==> src/rtl/uart_frame_parser.sv <==
// rtl/uart_frame_parser.sv - assembles 5-byte sync/op/a/b/xor frames from a byte stream
module uart_frame_parser #(
    parameter logic [7:0]  SYNC_BYTE      = 8'hA5,
    parameter int unsigned TIMEOUT_CYCLES = 100000,
    parameter int unsigned CNT_W          = 8
) (
    input  logic             clk,
    input  logic             rst,
    input  logic [7:0]       s_axis_tdata,
    input  logic             s_axis_tvalid,
    output logic             s_axis_tready,
    output logic [7:0]       m_op,
    output logic [7:0]       m_a,
    output logic [7:0]       m_b,
    output logic             m_valid,
    input  logic             m_ready,
    output logic             busy,
    output logic [CNT_W-1:0] frame_cnt,
    output logic [CNT_W-1:0] err_chk_cnt,
    output logic [CNT_W-1:0] err_to_cnt
);

    localparam int TO_W = (TIMEOUT_CYCLES > 2) ? $clog2(TIMEOUT_CYCLES) : 1;
    localparam logic [TO_W-1:0]  TO_LAST = TO_W'(TIMEOUT_CYCLES - 1);
    localparam logic [CNT_W-1:0] CNT_MAX = '1;

    typedef enum logic [2:0] {
        IDLE,
        GET_OP,
        GET_A,
        GET_B,
        GET_CHK,
        HOLD
    } state_t;

    state_t            state_q;
    logic [7:0]        op_q, a_q, b_q;
    logic [7:0]        m_op_q, m_a_q, m_b_q;
    logic              m_valid_q;
    logic [TO_W-1:0]   to_cnt_q;
    logic [CNT_W-1:0]  frame_cnt_q, err_chk_cnt_q, err_to_cnt_q;

    logic              accept_d;
    logic              in_frame_d;
    logic              to_expire_d;
    logic              chk_ok_d;

    function automatic logic [CNT_W-1:0] sat_inc(input logic [CNT_W-1:0] v);
        return (v == CNT_MAX) ? v : v + CNT_W'(1);
    endfunction

    // HOLD is the only state that refuses bytes; everything else consumes one per cycle
    assign s_axis_tready = (state_q != HOLD);
    assign accept_d      = s_axis_tvalid && s_axis_tready;
    assign in_frame_d    = (state_q == GET_OP) || (state_q == GET_A) ||
                           (state_q == GET_B)  || (state_q == GET_CHK);
    // an accepted byte always beats an expiring inter-byte timer
    assign to_expire_d   = in_frame_d && !accept_d && (to_cnt_q == TO_LAST);
    assign chk_ok_d      = (s_axis_tdata == (op_q ^ a_q ^ b_q));

    assign busy        = in_frame_d;
    assign m_op        = m_op_q;
    assign m_a         = m_a_q;
    assign m_b         = m_b_q;
    assign m_valid     = m_valid_q;
    assign frame_cnt   = frame_cnt_q;
    assign err_chk_cnt = err_chk_cnt_q;
    assign err_to_cnt  = err_to_cnt_q;

    // frame FSM, inter-byte timer, output register and statistics
    always_ff @(posedge clk) begin
        if (rst) begin
            state_q       <= IDLE;
            op_q          <= '0;
            a_q           <= '0;
            b_q           <= '0;
            m_op_q        <= '0;
            m_a_q         <= '0;
            m_b_q         <= '0;
            m_valid_q     <= 1'b0;
            to_cnt_q      <= '0;
            frame_cnt_q   <= '0;
            err_chk_cnt_q <= '0;
            err_to_cnt_q  <= '0;
        end else begin
            if (in_frame_d) begin
                to_cnt_q <= accept_d ? '0 : to_cnt_q + TO_W'(1);
            end
            if (to_expire_d) begin
                err_to_cnt_q <= sat_inc(err_to_cnt_q);
                state_q      <= IDLE;
            end else begin
                case (state_q)
                    IDLE: begin
                        if (accept_d && s_axis_tdata == SYNC_BYTE) begin
                            to_cnt_q <= '0;
                            state_q  <= GET_OP;
                        end
                    end
                    GET_OP: begin
                        if (accept_d) begin
                            op_q    <= s_axis_tdata;
                            state_q <= GET_A;
                        end
                    end
                    GET_A: begin
                        if (accept_d) begin
                            a_q     <= s_axis_tdata;
                            state_q <= GET_B;
                        end
                    end
                    GET_B: begin
                        if (accept_d) begin
                            b_q     <= s_axis_tdata;
                            state_q <= GET_CHK;
                        end
                    end
                    GET_CHK: begin
                        if (accept_d) begin
                            if (chk_ok_d) begin
                                m_op_q      <= op_q;
                                m_a_q       <= a_q;
                                m_b_q       <= b_q;
                                m_valid_q   <= 1'b1;
                                frame_cnt_q <= sat_inc(frame_cnt_q);
                                state_q     <= HOLD;
                            end else begin
                                err_chk_cnt_q <= sat_inc(err_chk_cnt_q);
                                state_q       <= IDLE;
                            end
                        end
                    end
                    HOLD: begin
                        if (m_ready) begin
                            m_valid_q <= 1'b0;
                            state_q   <= IDLE;
                        end
                    end
                    default: state_q <= IDLE;
                endcase
            end
        end
    end

endmodule

==> config.mk <==
export PLATFORM = sky130hd
export DESIGN_NAME = uart_frame_parser
export DESIGN_NICKNAME = d
export VERILOG_FILES = /design/src/rtl/uart_frame_parser.sv
export SDC_FILE = /design/constraint.sdc
export NUM_CORES = 1
export LEC_CHECK = 0
export ABC_AREA = 1
export CAP_MARGIN = 10
export CORE_ASPECT_RATIO = 1.75
export CORE_MARGIN = 2
export CORE_UTILIZATION = 50
export DETAILED_ROUTE_END_ITERATION = 7
export PLACE_DENSITY = 0.73
export SLEW_MARGIN = 15
export SYNTH_ARGS = -nofsm -noshare
export SYNTH_HDL_FRONTEND = slang
export SYNTH_SLANG_ARGS = --single-unit
==> constraint.sdc <==
create_clock -name clk -period 4.8 [get_ports clk]
set_clock_uncertainty 0.05 [all_clocks]
set_input_delay 0.72 -clock clk [delete_from_list [all_inputs] [get_ports clk]]
set_output_delay 0.72 -clock clk [all_outputs]
set_load 0.02 [all_outputs]
[Word-level counts from Yosys, hierarchy flattened]
Cells that the tools add are included.
Cells by class
  mux-type cells: 17
  bitwise logic cells: 7
  $lt $le $gt $ge: 0
  reductions and logical operators: 20
  eq/ne operators: 19
  add/sub/neg operators: 4
  multiply operators: 0
  divide/modulo/power cells: 0
  shifts and indexed selects: 0
Operators with widths (number)
  $mux W17: 5
  $eq A8 B8 Y1 const B: 4
  $add A8 B1 Y8 const B: 3
  $mux W3: 7
  $pmux W3 S6: 1
  $add A17 B1 Y17 const B: 1
  $eq A17 B17 Y1 const B: 1
  $xor A8 B8 Y8: 2
  $reduce_and A5 Y1: 3
  $ne A2 B2 Y1 const B: 7
  $reduce_and A3 Y1: 3
  $eq A8 B8 Y1: 1
  $eq A3 B2 Y1 const B: 2
  $eq A3 B3 Y1 const B: 2
  $reduce_and A6 Y1: 1
  $not A1 Y1: 5
  $logic_and A1 B1 Y1: 4
  $reduce_and A4 Y1: 1
  $eq A3 B1 Y1 const B: 1
  $logic_not A3 Y1: 1
  $logic_or A1 B1 Y1: 3
  $mux W1: 3
  $ne A3 B3 Y1 const B: 1
  $pmux W1 S2: 1
  4 further kinds: 4
Word-level totals
  word-level logic and storage cells: 79
  output and inout bits: 51
  register bits after elaboration: 93
  memory bits (read-only): 0
  bits in latches: 0
  memories: 0
  bits in writable memories: 0

[Longest topological paths before layout]
Gate-level depths: netlist (run 1).
  depth in word-level cells: 8
  mapped depth: 14
  mapped depth without buffers: 14

[Worst setup path before layout (run 1)]
No wires, ideal clock.
  path type: input-to-reg
  start: in s_axis_tdata[7]
  end: reg m_a_q[0] (netlist: m_a[0])
  data required time: 4.618 ns
  setup slack: 2.858 ns
  path buffers: 1
  data arrival time: 1.760 ns
  stages: 13
  setup time: 0.132 ns
  cell sequence: inv_2 nand2_1 nand2_1 inv_1 nand2_1 nand2_1 nor2_1 nand2_2 nor2_8 nand2_4 buf_2 nand2_1 a21oi_1
Between the ends
  cells in the longest elaborated chain, start to end: 2
Ends and longest elaborated chain
  start, declared: line 9  | input logic [7:0] s_axis_tdata,
  $eq A8 B8 Y1: line 59  | assign chk_ok_d = (s_axis_tdata == (op_q ^ a_q ^ b_q));
  $reduce_and A4 Y1 (no line)
  end signal, assigned: line 122  | m_a_q <= a_q;
  end, declared: line 38  | logic [7:0] m_op_q, m_a_q, m_b_q;
No other way between the ends.
A chain may end at the register's enable or synchronous reset.

==> out/summary.txt, run 1 <==
outcome = completed
drc violations = 0
ranking of synthesized cells by area = dfxtp_1 39%, nand2_1 14%, a21oi_1 8.1%
worst-margin pin slew = 938.3 ps
Post-Synth Adder-Cell Area = 0.01040
crit path max fanout = 42
Sink Count = 93
post-synth top area share = 0.3868
top-count cell post-synth = nand2_1
FP Rows = 47
Pwr Total = 1.971 mW
cells after synthesis = 712
Fmax = 345.3 MHz
clock slew at reported path FFs = 70 ps
Psw = 604.8 uW
hold_buf cts = 0
number of nets in the layout = 778
Compound-Gate Fraction of Synth Area = 0.1466
fin crit period = 2896 ps
Seq pwr share = 0.437
Top FF cell, synth = dfxtp_1
Setup Fix Bufs, Post-CTS = 0
CTS Buf Count = 9
final setup vio count = 0
Avg Cell Area, Syn = 6.760 um^2
Final WS setup = 1904 ps
slew margin rel. = 0.3722
H-Tree Depth = 3
Net Sw Frac = 0.3069
leakage = 2.263 nW
CTS tree = built
synth warn = 0
HPWL after detailed placement = 8747 um
CTS root buffer = clkbuf_16
Mapped Area = 0.004813 mm^2
Syn-to-layout area delta = 19.86%
CP Class = input pin to flop
Reg area = 0.001862 mm^2
P_int = 1.366 mW
multiplexer share of the synthesized area = 0
P per Cell Area = 341.6 mW/mm^2
WL final = 12,180 um
share of cells above drive strength 1 = 0.06136
setup TNS = 0 ps
largest net degree at the start of global routing = 43
Worst Hold Path Cells = 2
xor/xnor share of the synthesized area = 0.03275
total track usage = 0.2385
Routed wire per std cell = 13.72 um
initial antenna violation count = 0
CP Capture Type = flop
Yosys top cell by area = dfxtp_1
Mapped Nets = 728
worst-case clock buffer depth = 2
Comb pwr share = 0.196
Commonest cells post-synth = 185 x nand2_1, 93 x dfxtp_1, 88 x inv_1, 78 x a21oi_1, 57 x nor2_1
clock latency on the worst-skew pair = 340 ps
Placement Setup Slack = 1568 ps
worst-case reg-to-reg path depth = 7
WP data required = 5030 ps
Initial DRT Pass Iterations = 5
RSZ-0062 raised after global routing = no
fin crit share = 0.6033
via count = 4,776
final hold violation count = 0
DR iter-0 viols = 221
drt via density = 5.378
flops & latches, synth = 93
type of the worst min-delay path = flop to flop
core area = 0.009409 mm^2
Top Ports = 63
number of max-cap violations = 0
Multi-input gate area = 0.002470 mm^2
Synth async-reset ratio = 0
Simple-Gate Fraction of Synth Area = 0.3234
Die Wd = 78.17 um
Die H = 133.8 um
gr ovfl total = 0
Finished Layout Cells = 888
Max rail drop VDD = 215.7 uV
fillers = 883
placer congestion estimate = 0.8465
n_diodes = 0
post-route ant nets = 0
Clk pwr share = 0.367
first-pass GRT wire length = 20,310 um
Initial Util = 0.5116
Placed Instances = 873
vias in the first global route = 4,454
Slew Viols, Final = 0
sequential element share of the synthesized area = 0.3868
EDFF count, synth = 0
CP Data Arrival Time = 3130 ps
Die Area = 0.01046 mm^2
largest family of logic cells by synthesized area = simple AND/OR/NAND/NOR gates
Synth cell types = 39
post_cts resized = 0
IO buf count = 62
type of origin of the critical path = input pin
path summary, 6_finish.rpt:
kind,start,to,slack (ps)
setup reg to reg,state_q[2],err_chk_cnt[5],2550
hold / removal,m_valid,m_valid,410
setup / recovery,rst,to_cnt_q[2],1900
hold reg to reg,m_valid,m_valid,410
logic make-up after synthesis:
group / count (synthesis)
buffers and inverters: 119
xor gates and xnor gates: 18
and+or+nand+nor: 345
adders and majority gates: 4
DFF: 93
AOI/OAI and AO/OA: 133
stage by stage:
stage | utilization | hold WS (ps) | cell area, um^2
2_1_floorplan | - | 407.1 | 4813
3_3_place_gp | 0.5813 | 401.8 | 5469
3_5_place_dp | 0.5813 | 402.3 | 5469
4_1_cts | 0.6132 | 413.2 | 5769
5_1_grt | 0.6132 | 435.1 | 5769
6_report | 0.6132 | 409.8 | 5769
sequential cells by signal, indices dropped and copies added (netlist names):
register / cells
m_b: 8
b_q: 8
err_to_cnt: 8
err_chk_cnt: 8
frame_cnt: 8
a_q: 8
m_valid: 1
m_a: 8
m_op: 8
to_cnt_q: 17
state_q: 3
op_q: 8
metal layers:
| layer | wire (um) | part of all wire | GRT usage | vias to the layer above |
|---|---|---|---|---|
| li1 | - | - | - | 2405 |
| met1 | 4825 | 0.40 | 0.2623 | 2215 |
| met2 | 6650 | 0.55 | 0.4459 | 132 |
| met3 | 452 | 0.037 | 0.03567 | 24 |
| met4 | 255 | 0.021 | 0.1023 | 0 |
| met5 | 0 | 0 | 0 | - |
layout by cell type, fill, tap and decap left out, types with 3 or more instances in the layout:
| cell | n |
|---|---|
| inv_2 | 7 |
| nor3_1 | 14 |
| xnor2_1 | 8 |
| nand2_2 | 4 |
| clkdlybuf4s50_1 | 62 |
| dfxtp_1 | 93 |
| nor2_1 | 57 |
| nand4_1 | 20 |
| clkbuf_16 | 9 |
| nor2_2 | 5 |
| nand2_1 | 185 |
| inv_1 | 88 |
| a21oi_1 | 78 |
| xor2_1 | 10 |
| ha_1 | 4 |
| o21ai_0 | 39 |
| nand2_4 | 3 |
| nand3_1 | 44 |
power by group through the flow:
stage               combinational [mW]  sequential, mW  clock (mW)
floorplan                        0.299           0.865           0
global placement                 0.369           0.875           0
detailed placement               0.383           0.879           0
CTS                              0.385           0.861       0.733
global route                     0.439           0.868       0.765
finish                           0.387           0.862       0.722
final cells by class:
class	instances	share of cell area
Multi-Input combinational cell	500	0.4281
Sequential cell	93	0.3227
Timing Repair Buffer	63	0.1089
Inverter	95	0.06181
Clock buffer	11	0.04381
Tap cell	122	0.02646
Clock inverter	4	0.008241
worst max-delay path: stages:
cell and delay, ps:
clkdlybuf4s50_1 390, buf_4 270, inv_1 740, nand2_1 440
inv_1 310, o21ai_0 120, a21oi_1 120
(Power assumes the default switching activity.)
==> inputs of run 2 (changes only) <==
Settings changed: PLACE_DENSITY 0.73 to 0.76.
Clock period 4.8 ns to 2.44 ns, I/O delays scaled along.
==> run 2 against run 1 <==
Against the previous run:
- global-route usage rose by 0.20 points
- die area did not move
- hold slack barely moved
- non-clock buffer count rose by 10
- cell area rose by 1.7%
- first-iteration DRC count fell by 0.90%
- largest power group unchanged
- register-to-register slack got worse by 2100 ps
- sequential share of layout area fell by 0.53 points
- final cell count rose by 1.1%
- highest routed layer unchanged
- critical endpoint is now busy
- combinational power rose by 100%
- clock power rose by 110%
- total power rose by 100%
==> out/summary.txt, run 2 (same netlist as run 1, synthesis figures left out) <==
outcome = completed (unchanged)
most common cell after layout, fill and taps aside = nand2_1 (unchanged)
CTS Buf Count = 9 (unchanged)
Worst Hold Path Cells = 2 (unchanged)
WP data required = 2020 ps (was 5030 ps)
Die Wd = 78.17 um (unchanged)
first-pass GRT wire length = 20,360 um (was 20,310 um)
dpl cell area = 0.005544 mm^2 (was 0.005469 mm^2)
Die Area = 0.01046 mm^2 (unchanged)
CP Buf/Inv Count = 1 (was 4)
CP Capture Type = output port (was flop)
via count = 4,721 (was 4,776)
Min Hold Slack = 409.5 ps (was 409.8 ps)
vias in the first global route = 4,450 (was 4,454)
setup TNS = 0 ps (unchanged)
Final WS setup = 242.7 ps (was 1904 ps)
DR iter-0 viols = 219 (was 221)
worst-case clock buffer depth = 2 (unchanged)
type of the worst min-delay path = flop to flop (unchanged)
number of nets in the layout = 788 (was 778)
Syn-to-layout area delta = 21.86% (was 19.86%)
Comb pwr share = 0.194 (was 0.196)
FP Rows = 47 (unchanged)
CP Data Arrival Time = 1780 ps (was 3130 ps)
IO buf count = 62 (unchanged)
number of max-cap violations = 0 (unchanged)
Top Family by Delay on Critical Path = buffers and inverters (unchanged)
largest net degree at the start of global routing = 28 (was 43)
worst-case reg-to-reg path depth = 10 (was 7)
H-Tree Depth = 3 (unchanged)
n_diodes = 0 (unchanged)
Fmax = 455.1 MHz
Setup Fix Bufs, Post-CTS = 0 (unchanged)
drt via density = 5.257 (was 5.378)
Finished Layout Cells = 898 (was 888)
Seq pwr share = 0.424 (was 0.437)
Die H = 133.8 um (unchanged)
max reg flops = 17 (unchanged)
worst-margin pin slew = 539.0 ps (was 938.3 ps)
hold_buf cts = 0 (unchanged)
clock slew at reported path FFs = 70 ps (about the same)
Initial DRT Pass Iterations = 5 (unchanged)
clock latency on the worst-skew pair = 350 ps (was 340 ps)
commonest cells after routing, fill and taps aside = 185 x nand2_1, 93 x dfxtp_1, 88 x inv_1 (unchanged)
drc violations = 0 (unchanged)
CP max stage delay = 620 ps (was 740 ps)
Initial Util = 0.5116 (unchanged)
Max rail drop VDD = 433.4 uV (was 215.7 uV)
Slew Viols, Final = 0 (unchanged)
Psw = 1.208 mW (was 604.8 uW)
total track usage = 0.2404 (was 0.2385)
post-route ant nets = 0 (unchanged)
Clk pwr share = 0.381 (was 0.367)
fin crit period = 2197 ps
fin crit share = 0.9005
RSZ-0062 raised after global routing = no (unchanged)
final setup vio count = 0 (unchanged)
P per Cell Area = 680.6 mW/mm^2 (was 341.6 mW/mm^2)
CP max-delay cell = clkdlybuf4s50_1 (was inv_1)
Top reg by flops = to_cnt_q (unchanged)
gr ovfl total = 0 (unchanged)
Placed Instances = 883 (was 873)
post-route cell area = 0.005866 mm^2 (was 0.005769 mm^2)
slew margin rel. = 0.6398 (was 0.3722)
HPWL after detailed placement = 8894 um (was 8747 um)
WL final = 12,110 um (was 12,180 um)
CTS tree = built (unchanged)
placer congestion estimate = 0.8918 (was 0.8465)
post_cts resized = 0 (unchanged)
Placement Setup Slack = 74.83 ps (was 1568 ps)
WP depth = 3 (was 7)
leakage = 2.327 nW (was 2.263 nW)
CP cell instances = nand3_2, nand2_4, clkdlybuf4s50_1 (was clkdlybuf4s50_1, buf_4, inv_1, nand2_1, inv_1, o21ai_0, a21oi_1)
Sink Count = 93 (unchanged)
Net Sw Frac = 0.3026 (was 0.3069)
CP Class = flop to output port (was input pin to flop)
crit path max fanout = 9 (was 42)
Routed wire per std cell = 13.49 um (was 13.72 um)
final hold violation count = 0 (unchanged)
fillers = 843 (was 883)
core area = 0.009409 mm^2 (unchanged)
P_int = 2.784 mW (was 1.366 mW)
CTS root buffer = clkbuf_16 (unchanged)
initial antenna violation count = 0 (unchanged)
Top Ports = 63 (unchanged)
share of cells above drive strength 1 = 0.07345 (was 0.06136)
type of origin of the critical path = flop (was input pin)
[run 2: layer usage]
metal  vias up  GRT usage  part of all wire
met5         -          0                 0
met4         0     0.1209             0.027
met3        26    0.03230             0.042
met2       128     0.4344              0.52
met1      2142     0.2726              0.41
li1       2425          -                 -
[run 2: final timing paths]
path	start	end	slack (ps)
worst min-delay path	m_valid	m_valid	410
worst min register to register	m_valid	m_valid	410
worst max-delay path	state_q[2]	busy	240
worst max register to register	to_cnt_q[0]	err_to_cnt[4]	460
[run 2: power by group through the flow]
stage                     sequential (mW)  clock, mW  combinational, mW
after floorplan                      1.70          0              0.588
after CTS                            1.69       1.55              0.774
after detailed placement             1.73          0              0.769
final                                1.69       1.52              0.776
after global routing                 1.71       1.60              0.878
after global placement               1.72          0              0.744
[run 2: per-stage QoR]
| stage | power, mW | utilization |
|---|---|---|
| CTS | 4.016 | 0.6234 |
| global route | 4.182 | 0.6234 |
| detailed placement | 2.496 | 0.5892 |
| floorplan | 2.290 | - |
| finish | 3.992 | 0.6234 |
| global placement | 2.467 | 0.5892 |
[run 2: cell type report]
| cell class | count | area [um^2] | area share |
|---|---|---|---|
| inverters | 95 | 356.6 | 0.06079 |
| clock buffers | 10 | 239.0 | 0.04074 |
| multi-input cells | 500 | 2470 | 0.4211 |
| repair buffers | 73 | 703.2 | 0.1199 |
| clock inverters | 5 | 82.58 | 0.01408 |
| well taps | 122 | 152.6 | 0.02602 |
| flip-flops and latches | 93 | 1862 | 0.3174 |
[run 2: worst reg2reg max path, stage by stage (launching register included)]
cell and delay (ps):
dfxtp_1 370, ha_1 210, nand3_1 120, nor2_2 210, nand3_1 210, nor2_8 200
nand2_2 150, nor3_2 190, nand2_1 80, nand2_1 60, nor2_1 40
